--- src/rtl/mem_port_arbiter_pkg.sv ---
// Shared types and defaults for the CPU/loader memory port arbiter.
package mem_port_arbiter_pkg;

  localparam int unsigned DefAw      = 16;
  localparam int unsigned DefDw      = 16;
  localparam int unsigned DefMaxWait = 15;
  localparam int unsigned WaitCntW   = 8;

  typedef enum logic [1:0] {
    StIdle    = 2'b00,
    StCpuBusy = 2'b01,
    StLdBusy  = 2'b10
  } state_e;

  typedef enum logic {
    GrantCpu = 1'b0,
    GrantLd  = 1'b1
  } grant_e;

endpackage

--- src/rtl/mem_port_arbiter_wait_timer.sv ---
// Saturating wait-state counter; tc flags that MAX_WAIT wait cycles have elapsed.
module mem_port_arbiter_wait_timer
  import mem_port_arbiter_pkg::*;
#(
  parameter int unsigned MAX_WAIT = DefMaxWait
) (
  input  logic clk,
  input  logic rst,
  input  logic clr,
  input  logic en,
  output logic tc
);

  logic [WaitCntW-1:0] wait_cnt_q;

  assign tc = (wait_cnt_q == WaitCntW'(MAX_WAIT));

  always_ff @(posedge clk or negedge rst) begin
    if (!rst) begin
      wait_cnt_q <= '0;
    end else if (clr) begin
      wait_cnt_q <= '0;
    end else if (en && !tc) begin
      wait_cnt_q <= wait_cnt_q + 1'b1;
    end
  end

endmodule

--- src/rtl/mem_port_arbiter.sv ---
// Round-robin arbiter sharing one memory between the CPU controller and the loader port,
// with wait-state handling, timeout abort and a sticky timeout flag.
module mem_port_arbiter
  import mem_port_arbiter_pkg::*;
#(
  parameter int unsigned AW       = DefAw,
  parameter int unsigned DW       = DefDw,
  parameter int unsigned MAX_WAIT = DefMaxWait
) (
  input  logic          clk,
  input  logic          rst,
  input  logic          cpu_req,
  input  logic          cpu_we,
  input  logic [AW-1:0] cpu_addr,
  input  logic [DW-1:0] cpu_wdata,
  output logic [DW-1:0] cpu_rdata,
  output logic          cpu_ack,
  output logic          cpu_stall,
  input  logic          ld_req,
  input  logic          ld_we,
  input  logic [AW-1:0] ld_addr,
  input  logic [DW-1:0] ld_wdata,
  output logic [DW-1:0] ld_rdata,
  output logic          ld_ack,
  output logic          mem_en,
  output logic          mem_we,
  output logic [AW-1:0] mem_addr,
  output logic [DW-1:0] mem_wdata,
  input  logic [DW-1:0] mem_rdata,
  input  logic          mem_ready,
  input  logic          err_clr,
  output logic          timeout_err
);

  state_e state_q;
  grant_e last_grant_q;
  logic   cpu_elig, ld_elig, grant_cpu, grant_ld;
  logic   busy, owner_cpu, done, tmr_tc;

  assign cpu_stall = cpu_req & ~cpu_ack;

  // A requester being acked this cycle is still holding req; it must not be re-granted.
  assign cpu_elig  = cpu_req & ~cpu_ack;
  assign ld_elig   = ld_req & ~ld_ack;
  assign busy      = (state_q != StIdle);
  assign owner_cpu = (state_q == StCpuBusy);
  assign done      = busy & (mem_ready | tmr_tc);

  always_comb begin
    grant_cpu = 1'b0;
    grant_ld  = 1'b0;
    if (cpu_elig && (!ld_elig || last_grant_q == GrantLd)) begin
      grant_cpu = 1'b1;
    end else if (ld_elig) begin
      grant_ld = 1'b1;
    end
  end

  mem_port_arbiter_wait_timer #(
    .MAX_WAIT(MAX_WAIT)
  ) u_wait_timer (
    .clk(clk),
    .rst(rst),
    .clr(~busy),
    .en (busy & ~mem_ready),
    .tc (tmr_tc)
  );

  always_ff @(posedge clk or negedge rst) begin
    if (!rst) begin
      state_q      <= StIdle;
      last_grant_q <= GrantLd;
      mem_en       <= 1'b0;
      mem_we       <= 1'b0;
      mem_addr     <= '0;
      mem_wdata    <= '0;
      cpu_ack      <= 1'b0;
      ld_ack       <= 1'b0;
      cpu_rdata    <= '0;
      ld_rdata     <= '0;
      timeout_err  <= 1'b0;
    end else begin
      cpu_ack <= 1'b0;
      ld_ack  <= 1'b0;
      if (err_clr) begin
        timeout_err <= 1'b0;
      end
      case (state_q)
        StIdle: begin
          if (grant_cpu) begin
            state_q      <= StCpuBusy;
            last_grant_q <= GrantCpu;
            mem_en       <= 1'b1;
            mem_we       <= cpu_we;
            mem_addr     <= cpu_addr;
            mem_wdata    <= cpu_wdata;
          end else if (grant_ld) begin
            state_q      <= StLdBusy;
            last_grant_q <= GrantLd;
            mem_en       <= 1'b1;
            mem_we       <= ld_we;
            mem_addr     <= ld_addr;
            mem_wdata    <= ld_wdata;
          end
        end
        StCpuBusy, StLdBusy: begin
          if (done) begin
            state_q <= StIdle;
            mem_en  <= 1'b0;
            mem_we  <= 1'b0;
            if (owner_cpu) begin
              cpu_ack <= 1'b1;
            end else begin
              ld_ack <= 1'b1;
            end
            // Timeout: later assignment beats err_clr above, so a new error wins.
            if (!mem_ready) begin
              timeout_err <= 1'b1;
              if (owner_cpu) begin
                cpu_rdata <= '1;
              end else begin
                ld_rdata <= '1;
              end
            end else if (!mem_we) begin
              if (owner_cpu) begin
                cpu_rdata <= mem_rdata;
              end else begin
                ld_rdata <= mem_rdata;
              end
            end
          end
        end
        default: begin
          state_q <= StIdle;
          mem_en  <= 1'b0;
          mem_we  <= 1'b0;
        end
      endcase
    end
  end

endmodule
--- config.mk ---
export PLATFORM = sky130hd
export DESIGN_NAME = mem_port_arbiter
export DESIGN_NICKNAME = d
export VERILOG_FILES = /design/src/rtl/mem_port_arbiter_pkg.sv /design/src/rtl/mem_port_arbiter_wait_timer.sv /design/src/rtl/mem_port_arbiter.sv
export SDC_FILE = /design/constraint.sdc
export NUM_CORES = 1
export LEC_CHECK = 0
export CORE_MARGIN = 3
export CORE_UTILIZATION = 30
export CTS_BUF_LIST = sky130_fd_sc_hd__clkbuf_4 sky130_fd_sc_hd__clkbuf_8
export CTS_CLUSTER_DIAMETER = 150
export DETAILED_ROUTE_END_ITERATION = 10
export SKIP_LAST_GASP = 1
export SLEW_MARGIN = 20
export SYNTH_ARGS = -nofsm -noshare
export SYNTH_HDL_FRONTEND = slang
export SYNTH_SLANG_ARGS = --single-unit
--- constraint.sdc ---
create_clock -name clk -period 1.85 [get_ports clk]
set_input_delay 0.4625 -clock clk [delete_from_list [all_inputs] [get_ports clk]]
set_output_delay 0.4625 -clock clk [all_outputs]
set_load 0.03 [all_outputs]
==> results of run 1 <==
-- routing by layer --
metal | global-route usage | vias to the layer above
met3 | 0.0415 | 10
met4 | 0.0541 | 0
met2 | 0.247 | 96
met5 | 0 | -
li1 | - | 1498
met1 | 0.182 | 1469
-- state kept, by name, indices dropped and copies added, names as in the netlist --
name / cells
cpu_rdata: 16
ld_rdata: 16
mem_addr: 16
mem_wdata: 16
u_wait_timer.wait_cnt_q: 8
state_q: 2
cpu_ack: 1
last_grant_q: 1
ld_ack: 1
mem_en: 1
mem_we: 1
timeout_err: 1
-- logic make-up (layout without fill, tap and decap cells) --
group | after synthesis | in the layout | share of synthesized area
AOI/OAI and AO/OA | 101 | 101 | 0.212
DFF | 80 | 80 | 0.547
and+or+nand+nor | 66 | 66 | 0.0956
muxes | 34 | 34 | 0.0929
buffers and inverters | 25 | 208 | 0.0376
adders and majority gates | 3 | 3 | 0.0102
xor gates and xnor gates | 2 | 2 | 0.00478
-- worst register-to-register path, cell delays in order, from the launching register on --
cell                      delay [ps]
sky130_fd_sc_hd__dfrtp_1         430
sky130_fd_sc_hd__nor4b_4         420
sky130_fd_sc_hd__nor4b_4         300
sky130_fd_sc_hd__o211a_4         320
sky130_fd_sc_hd__o22a_1          190
-- how the worst max path moves through the flow --
stage	start	endpoint	depth (start not counted)
floorplan	cpu_ack	mem_addr[0]	6
finish	cpu_req	mem_wdata[14]	8
CTS	cpu_rdata[3]	cpu_rdata[3]	1
global placement	cpu_req	mem_wdata[7]	6
detailed placement	cpu_req	mem_addr[13]	6
global route	u_wait_timer.wait_cnt_q[0]	cpu_rdata[9]	5
-- repair_timing --
item | 4_1_cts | 5_1_grt
setup endpoints to repair | 62 | 34
gates cloned | 0 | 3
resized for setup | 62 | 15
buffers inserted | 1 | 2
endpoints found under the hold margin | 0 | 0
pin swaps | 0 | 1
-- final cells by class --
type | count | share of cell area
Inverter | 6 | 0.00384
Clock buffer | 13 | 0.0284
Multi-Input combinational cell | 206 | 0.266
Tap cell | 143 | 0.0305
Sequential cell | 80 | 0.342
Clock inverter | 3 | 0.00683
Timing Repair Buffer | 186 | 0.322
-- power breakdown --
part,leakage (uW),switching [uW],internal (uW)
registers,0.00101,438,2520
logic,0.00163,2940,2080
clock network,0.000110,602,725
-- stage by stage --
| step | hold slack [ps] | instances | util |
|---|---|---|---|
| after floorplan | 167 | 311 | - |
| after global placement | 461 | 615 | 0.479 |
| after detailed placement | 465 | 615 | 0.479 |
| after CTS | 77.4 | 632 | 0.491 |
| after global routing | 92.6 | 637 | 0.502 |
| final | 76.5 | 637 | 0.502 |
-- cell usage in the layout (no fill, tap or decap), drive strengths merged, types with 6 or more instances in the layout --
cell / instances
o21ai: 37
clkdlybuf4s50: 86
dlygate4sd2: 61
dlymetal6s2s: 8
o22a: 16
nand2: 38
o22ai: 15
nor2: 8
clkbuf: 16
a2bb2oi: 16
inv: 6
dfrtp: 79
buf: 28
mux2i: 34
==> metrics list, run 1 <==
- Outcome: complete, no violations
- Setup Slack @ Placement: -217 ps
- The worst pin sits at a relative slew slack of 0.632.
- Commonest register cell after synthesis: sky130_fd_sc_hd__dfrtp_1
- Critical path data arrival time: 2030 ps
* Worst Setup Slack, final: 31.2 ps
- In this design, the stage delay of the slowest critical-path cell is 460 ps.
- The worst setup path is launched from an input pin.
- In the final layout, the share of cells above drive strength 1 is 0.152.
* GR Util All Layers: 0.148
- Final WL: 10,100 microns
- Power Density: 1590 mW/mm^2
* Clk root buf: sky130_fd_sc_hd__clkbuf_8
- Worst clock skew on the final layout: 9.25 ps
- Measured in cells, the most critical reg-to-reg path has a length of 4.
* Floorplan die area: 0.0136 sq mm
* Upper clock frequency limit: 0.550 GHz
* Count of pins over their slew limit: 0
- The net count of the finished layout is 580.
- In the final layout, flip-flops and latches occupy 0.00200 sq mm.
- The floorplan step set the die height to 117 microns.
* Number of synthesized register bits: 80
* Hold violation count in the final report: 0
- The synthesized netlist contains 46 unique library cells.
- RD Place Congestion: 0.734
- Global-route wire length before repair: 15,800 microns
- CTS saw 80 sinks.
- The initialized floorplan defines 39 standard-cell rows.
* Number of flops mapped to enable cells by yosys: 0
* Number of max-capacitance violations reported: 0
* Post-layout instance area: 0.00586 sq mm
- Dividing the detail-routed via count by the number of cells gives 4.82.
* Total inserted antenna cells: 0
- CP delay by family, top: buffers and inverters
* Critical path buffers and inverters: 4
- The worst register-to-register path has a setup slack of 140 ps.
* TritonCTS clock tree: built
- Cell with the largest stage delay on the worst path: sky130_fd_sc_hd__clkdlybuf4s50_1
* Maximum count of clock buffers along a single path: 2
* Transition time of the tightest slew-check pin: 552 ps
- Counting the fill cells in the layout gives 1,080.
* DRC violation count after routing: 0
* Post-Syn Nets: 402
- Post-synth top cells: sky130_fd_sc_hd__dfrtp_1 (79), sky130_fd_sc_hd__nand2_1 (38), sky130_fd_sc_hd__o21ai_0 (36)
- For this block, the via count after detailed routing is 3,073.
- Required time of the critical path: 2070 ps
- Number of global-route vias before repair: 3,155
- For this block, wires on met1 add up to 4170 microns.
* Post-synth ARST share: 1.00
* Crit path time final: 1820 ps
* Number of warnings issued by yosys: 0
* Clock insertion delay at the later pin of the skew report: 340 ps
- Of the post-synthesis cell area, the dominant cell type holds 0.540.
* Largest net degree at the start of global routing: 37
* H-tree lvl count: 3
- Summed over all failing endpoints, the final setup total negative slack is 0 ps.
- The detailed router finished its first iteration with 120 violations.
- In this run the worst path has a maximum fanout of 7.
- The share of the Yosys chip area taken by registers is 0.547.
* Highest signal layer in the routed design: met4
- Dividing the detail-routed wire length by the instance count gives 15.8 microns.
* R2r startpoint: u_wait_timer.wait_cnt_q[6]
- The initial utilization of the core area, before any placement, comes to 0.314.
- The number of antenna violations at the first check in global routing came to 0.
- For this design the top-level I/O count stands at 158.
- Critical path cell sequence: clkdlybuf4s50_1 > nor2b_4 > buf_6 > a21boi_4 > buf_12 > clkbuf_16 > mux2i_1 > o21ai_0
- The worst setup path is captured at a flip-flop.
- Buffers placed on the I/O ports in this run total 157.
* Final period util: 0.983
* Leakage power total: 0.00275 uW
- Synthesis produced 311 cells.
- Met3 routed WL: 730 microns
- Across the VDD grid, the largest voltage drop is 0.527 mV.
- Total power draw: 9310 uW
* Top-count cell post-synth: sky130_fd_sc_hd__dfrtp_1
- Inserted Clock Buffers: 9
- Reg2reg end: cpu_rdata[11]
- The region available for standard cell placement spans 0.0117 sq mm.
- Post-synthesis cell area: 0.00366 sq mm
- Summing all multi-input logic gate instances after layout gives 0.00156 sq mm.
- DP Area: 0.00558 sq mm
- After clock tree synthesis, the flow added hold-fix buffers numbering 0.
- After clock tree synthesis, the clock-pin slew on the worst setup and hold paths is 80 ps.
* Critical path class: in -> reg
- Cell types occupying the most area after synthesis: sky130_fd_sc_hd__dfrtp_1 (54%), sky130_fd_sc_hd__mux2i_1 (9.3%), sky130_fd_sc_hd__o21ai_0 (4.9%), sky130_fd_sc_hd__nand2_1 (3.9%), sky130_fd_sc_hd__a2bb2oi_2 (3.7%)
* Detailed placer's ending HPWL: 7530 microns
- RSZ-0062 raised after global routing: true
- Global routing finished with a remaining overflow of 0.
- The first detailed-routing pass took 4 iterations.
- The detail route stage leaves a number of antenna-violating nets equal to 0.
* Area Growth Syn to Fin: 59.9%
- Cell type with the highest aggregate area in the netlist: sky130_fd_sc_hd__dfrtp_1
- Setup violations remaining at the end of the flow were counted as 0.
* Path type of the worst min-delay path: in -> async
* Wire length on met2: 5040 microns
- Post-Syn Area per Cell: 11.8 sq um
- Die X-Extent: 117 microns
Note: power is estimated with default switching activity, not from simulation.
==> inputs of run 2 (changes only) <==
--- a/config.mk
+++ b/config.mk
@@ -5,11 +5,13 @@
 export SDC_FILE = /design/constraint.sdc
 export NUM_CORES = 1
 export LEC_CHECK = 0
+export CAP_MARGIN = 20
 export CORE_MARGIN = 3
 export CORE_UTILIZATION = 30
 export CTS_BUF_LIST = sky130_fd_sc_hd__clkbuf_4 sky130_fd_sc_hd__clkbuf_8
 export CTS_CLUSTER_DIAMETER = 150
 export DETAILED_ROUTE_END_ITERATION = 10
+export SKIP_CTS_REPAIR_TIMING = 1
 export SKIP_LAST_GASP = 1
 export SLEW_MARGIN = 20
 export SYNTH_ARGS = -nofsm -noshare
==> run 2 against run 1 <==
Clock skew hardly changed. Critical path depth down 4. Final cell count shrank 0.78%. Total power increased by 2.2%. Largest cell class is now non-clock buffers. Largest power group unchanged.
==> metrics list, run 2 (same netlist as run 1, synthesis figures left out) <==
- Outcome: complete, no violations (unchanged).
* Power Density: 1590 mW/mm^2 (about the same)
* FP Rows: 39 (unchanged)
- The first-iteration detailed-routing DRC count was 128 (was 120).
* Final routed wire length divided by cell count: 15.6 microns (was 15.8 microns)
- Detailed-route vias per instance: 4.84 (was 4.82)
* Final period util: 0.986 (was 0.983)
- The x dimension of the die came to 117 microns (unchanged).
* Cell internal pwr: 5570 uW (was 5330 uW)
- The met2 track utilization from global routing came to 0.246 (was 0.247).
- Total grt overflow: 0 (unchanged)
- Required time of the critical path: 1390 ps (was 2070 ps)
- The worst slack at placement came to -217 ps (unchanged).
- Worst clock skew on the final layout: 8.78 ps (was 9.25 ps)
- RD Place Congestion: 0.734 (unchanged)
- RSZ-0062 raised after global routing: true (unchanged)
- Area Growth Syn to Fin: 63.1% (was 59.9%)
- Crit path largest cell delay: 460 ps (about the same)
- Clk sink count: 80 (unchanged)
- CP delay by family, top: buffers and inverters (unchanged)
* Hold violation count in the final report: 0 (unchanged)
- The share of power burned in the clock network came to 0.140 (was 0.143).
* Layout cells sized above 1: 0.139 (was 0.152)
- Routed vias: 3,056 (was 3,073)
- The count of max-cap constraint violations is 0 (unchanged).
* Global-route track usage on met1: 0.184 (was 0.182)
* H-tree lvl count: 3 (unchanged)
- First-pass DRT Iterations: 4 (unchanged)
- The relative contribution of sequential cells to total power came to 0.311 (was 0.318).
- Critical path buffers and inverters: 3 (was 4)
* Crit end category: output port (was flip-flop)
- The critical path startpoint category is an input pin (unchanged).
* Maximum count of clock buffers along a single path: 2 (unchanged)
* Detailed placer's ending HPWL: 7530 microns (unchanged)
- The sum of internal, switching and leakage power came to 9510 uW (was 9310 uW).
- I/O pin count: 158 (unchanged)
- The core outline area was 0.0117 sq mm (unchanged).
- TritonCTS clock tree: built (unchanged)
* Clk root buf: sky130_fd_sc_hd__clkbuf_8 (unchanged)
- The final core utilization is 0.512 (was 0.502).
- Floorplan die area: 0.0136 sq mm (unchanged)
- The global-route layer with the greatest usage is met2 (unchanged).
- Upper clock frequency limit: 0.548 GHz (was 0.550 GHz)
* Clock insertion delay at the later pin of the skew report: 330 ps (was 340 ps)
- Max FO, Critical Path: 2 (was 7)
- The count of buffers inserted at the top-level ports was 157 (unchanged).
* Critical path data arrival time: 1360 ps (was 2030 ps)
* Count of pins over their slew limit: 0 (unchanged)
- The part of the total power dissipated in combinational logic came to 0.549 (was 0.539).
- The library cell contributing the largest single delay on the critical path was sky130_fd_sc_hd__clkdlybuf4s50_1 (unchanged).
- The DRC violations left came to 0 (unchanged).
* Number of global-route vias before repair: 3,163 (was 3,155)
* Chip Height: 117 microns (unchanged)
* Leading cell type in the layout, fill and taps excluded: sky130_fd_sc_hd__clkdlybuf4s50_1 (unchanged)
- Clock-pin transition on the worst setup and hold timing paths: 80 ps (about the same)
- The starting density of the core was 0.314 (unchanged).
- The met3 global-route usage is 0.0415 (unchanged).
- The share of total power consumed by net switching came to 0.415 (was 0.427).
* Max_slew headroom: 0.630 (was 0.632)
* Critical path cell sequence: clkdlybuf4s50_1 > nor2b_4 > buf_6 > buf_12 (was clkdlybuf4s50_1 > nor2b_4 > buf_6 > a21boi_4 > buf_12 > clkbuf_16 > mux2i_1 > o21ai_0)
* GR Util All Layers: 0.148 (about the same)
- Leakage power total: 0.00330 uW (was 0.00275 uW)
- The transition time at the pin with the least slew margin was 555 ps (was 552 ps).
* Reported net switching power: 3950 uW (was 3980 uW)
* Worst Setup Slack, final: 26.8 ps (was 31.2 ps)
* ANT nets after route: 0 (unchanged)
- The maximum number of pins on one net before global-route repair came to 37 (unchanged).
* Total inserted antenna cells: 0 (unchanged)
- The maximum resistive drop on vdd came to 0.534 mV (was 0.527 mV).
- The final net count is 575 (was 580).
* Critical path class: in -> out (was in -> reg)
* Final WL: 9850 microns (was 10,100 microns)
- Inserted Clock Buffers: 9 (unchanged)
* Path type of the worst min-delay path: in -> async (unchanged)
- The wire length of the first global-routing pass was 15,900 microns (was 15,800 microns).
- Number of antenna violations at the first check in global routing: 0 (unchanged)
- The time the final worst path needs with I/O delays and setup was 1820 ps (about the same).
- Most frequent cells in the layout: sky130_fd_sc_hd__clkdlybuf4s50_1 (86), sky130_fd_sc_hd__dfrtp_1 (79), sky130_fd_sc_hd__dlymetal6s2s_1 (69), sky130_fd_sc_hd__nand2_1 (38), sky130_fd_sc_hd__o21ai_0 (36) (was sky130_fd_sc_hd__clkdlybuf4s50_1 (86), sky130_fd_sc_hd__dfrtp_1 (79), sky130_fd_sc_hd__dlygate4sd2_1 (61), sky130_fd_sc_hd__nand2_1 (38)).
- Number of setup violations in the final report: 0 (unchanged)
-- run 2: cell types whose count changed in the layout (fill, tap and decap cells not counted), sizes merged --
cell and delta:
dlygate4sd2 -61, clkbuf -3, buf -2, dlymetal6s2s +61
-- run 2: per-stage QoR --
step | setup TNS [ps] | hold slack, ps | instances | area [sq um]
floorplan | 0 | 167 | 311 | 3670
global placement | -8760 | 461 | 615 | 5580
detailed placement | -10720 | 465 | 615 | 5580
CTS | -1770 | 77.4 | 631 | 5790
global route | -117 | 92.8 | 632 | 5970
finish | 0 | 72.1 | 632 | 5970
-- run 2: worst register-to-register path, delay by kind of cell, from the launching register on --
| family | cells | cell delay, ps |
|---|---|---|
| AOI/OAI and AO/OA | 2 | 510 |
| DFF | 1 | 420 |
| and+or+nand+nor | 2 | 730 |
-- run 2: area by class of cell --
type,instances,area [sq um]
inverters,6,22.5
flip-flops and latches,80,2000
well taps,143,179
fillers,1058,5690
clock buffers,13,166
repair buffers,181,2010
multi-input cells,206,1550
clock inverters,3,40.0
-- run 2: worst paths after layout --
check                                                 from  depth (start not counted)  slack [ps]             to
worst max-delay path                               cpu_req                          4          30      cpu_stall
worst min-delay path                                   rst                          1          70    ld_rdata[2]
worst max register to register  u_wait_timer.wait_cnt_q[6]                          4         130  cpu_rdata[11]
worst min register to register                mem_wdata[3]                          2         470   mem_wdata[3]
max in group asynchronous                              rst                          2        1230    mem_addr[7]
min in group clk                              mem_wdata[3]                          2         470   mem_wdata[3]
-- run 2: power by group through the flow --
stage	clock network (uW)	logic, uW	registers, uW
final	1330	5220	2960
after global routing	1470	5600	3080
after CTS	1380	5400	3000
after detailed placement	0	5400	3020
after global placement	0	5340	3000
after floorplan	0	1630	4410
-- run 2: routing by layer --
| layer | vias up | share of wire |
|---|---|---|
| li1 | 1483 | - |
| met2 | 92 | 0.50 |
| met3 | 10 | 0.074 |
| met5 | - | 0 |
| met4 | 0 | 0.014 |
| met1 | 1471 | 0.41 |
==> inputs of run 3 (changes only) <==
--- a/config.mk
+++ b/config.mk
@@ -13,7 +13,6 @@
 export DETAILED_ROUTE_END_ITERATION = 10
 export SKIP_CTS_REPAIR_TIMING = 1
 export SKIP_LAST_GASP = 1
-export SLEW_MARGIN = 20
 export SYNTH_ARGS = -nofsm -noshare
 export SYNTH_HDL_FRONTEND = slang
 export SYNTH_SLANG_ARGS = --single-unit
==> results of run 3 <==
Same layout as run 2: the final DEF is identical, and so are final timing and power.
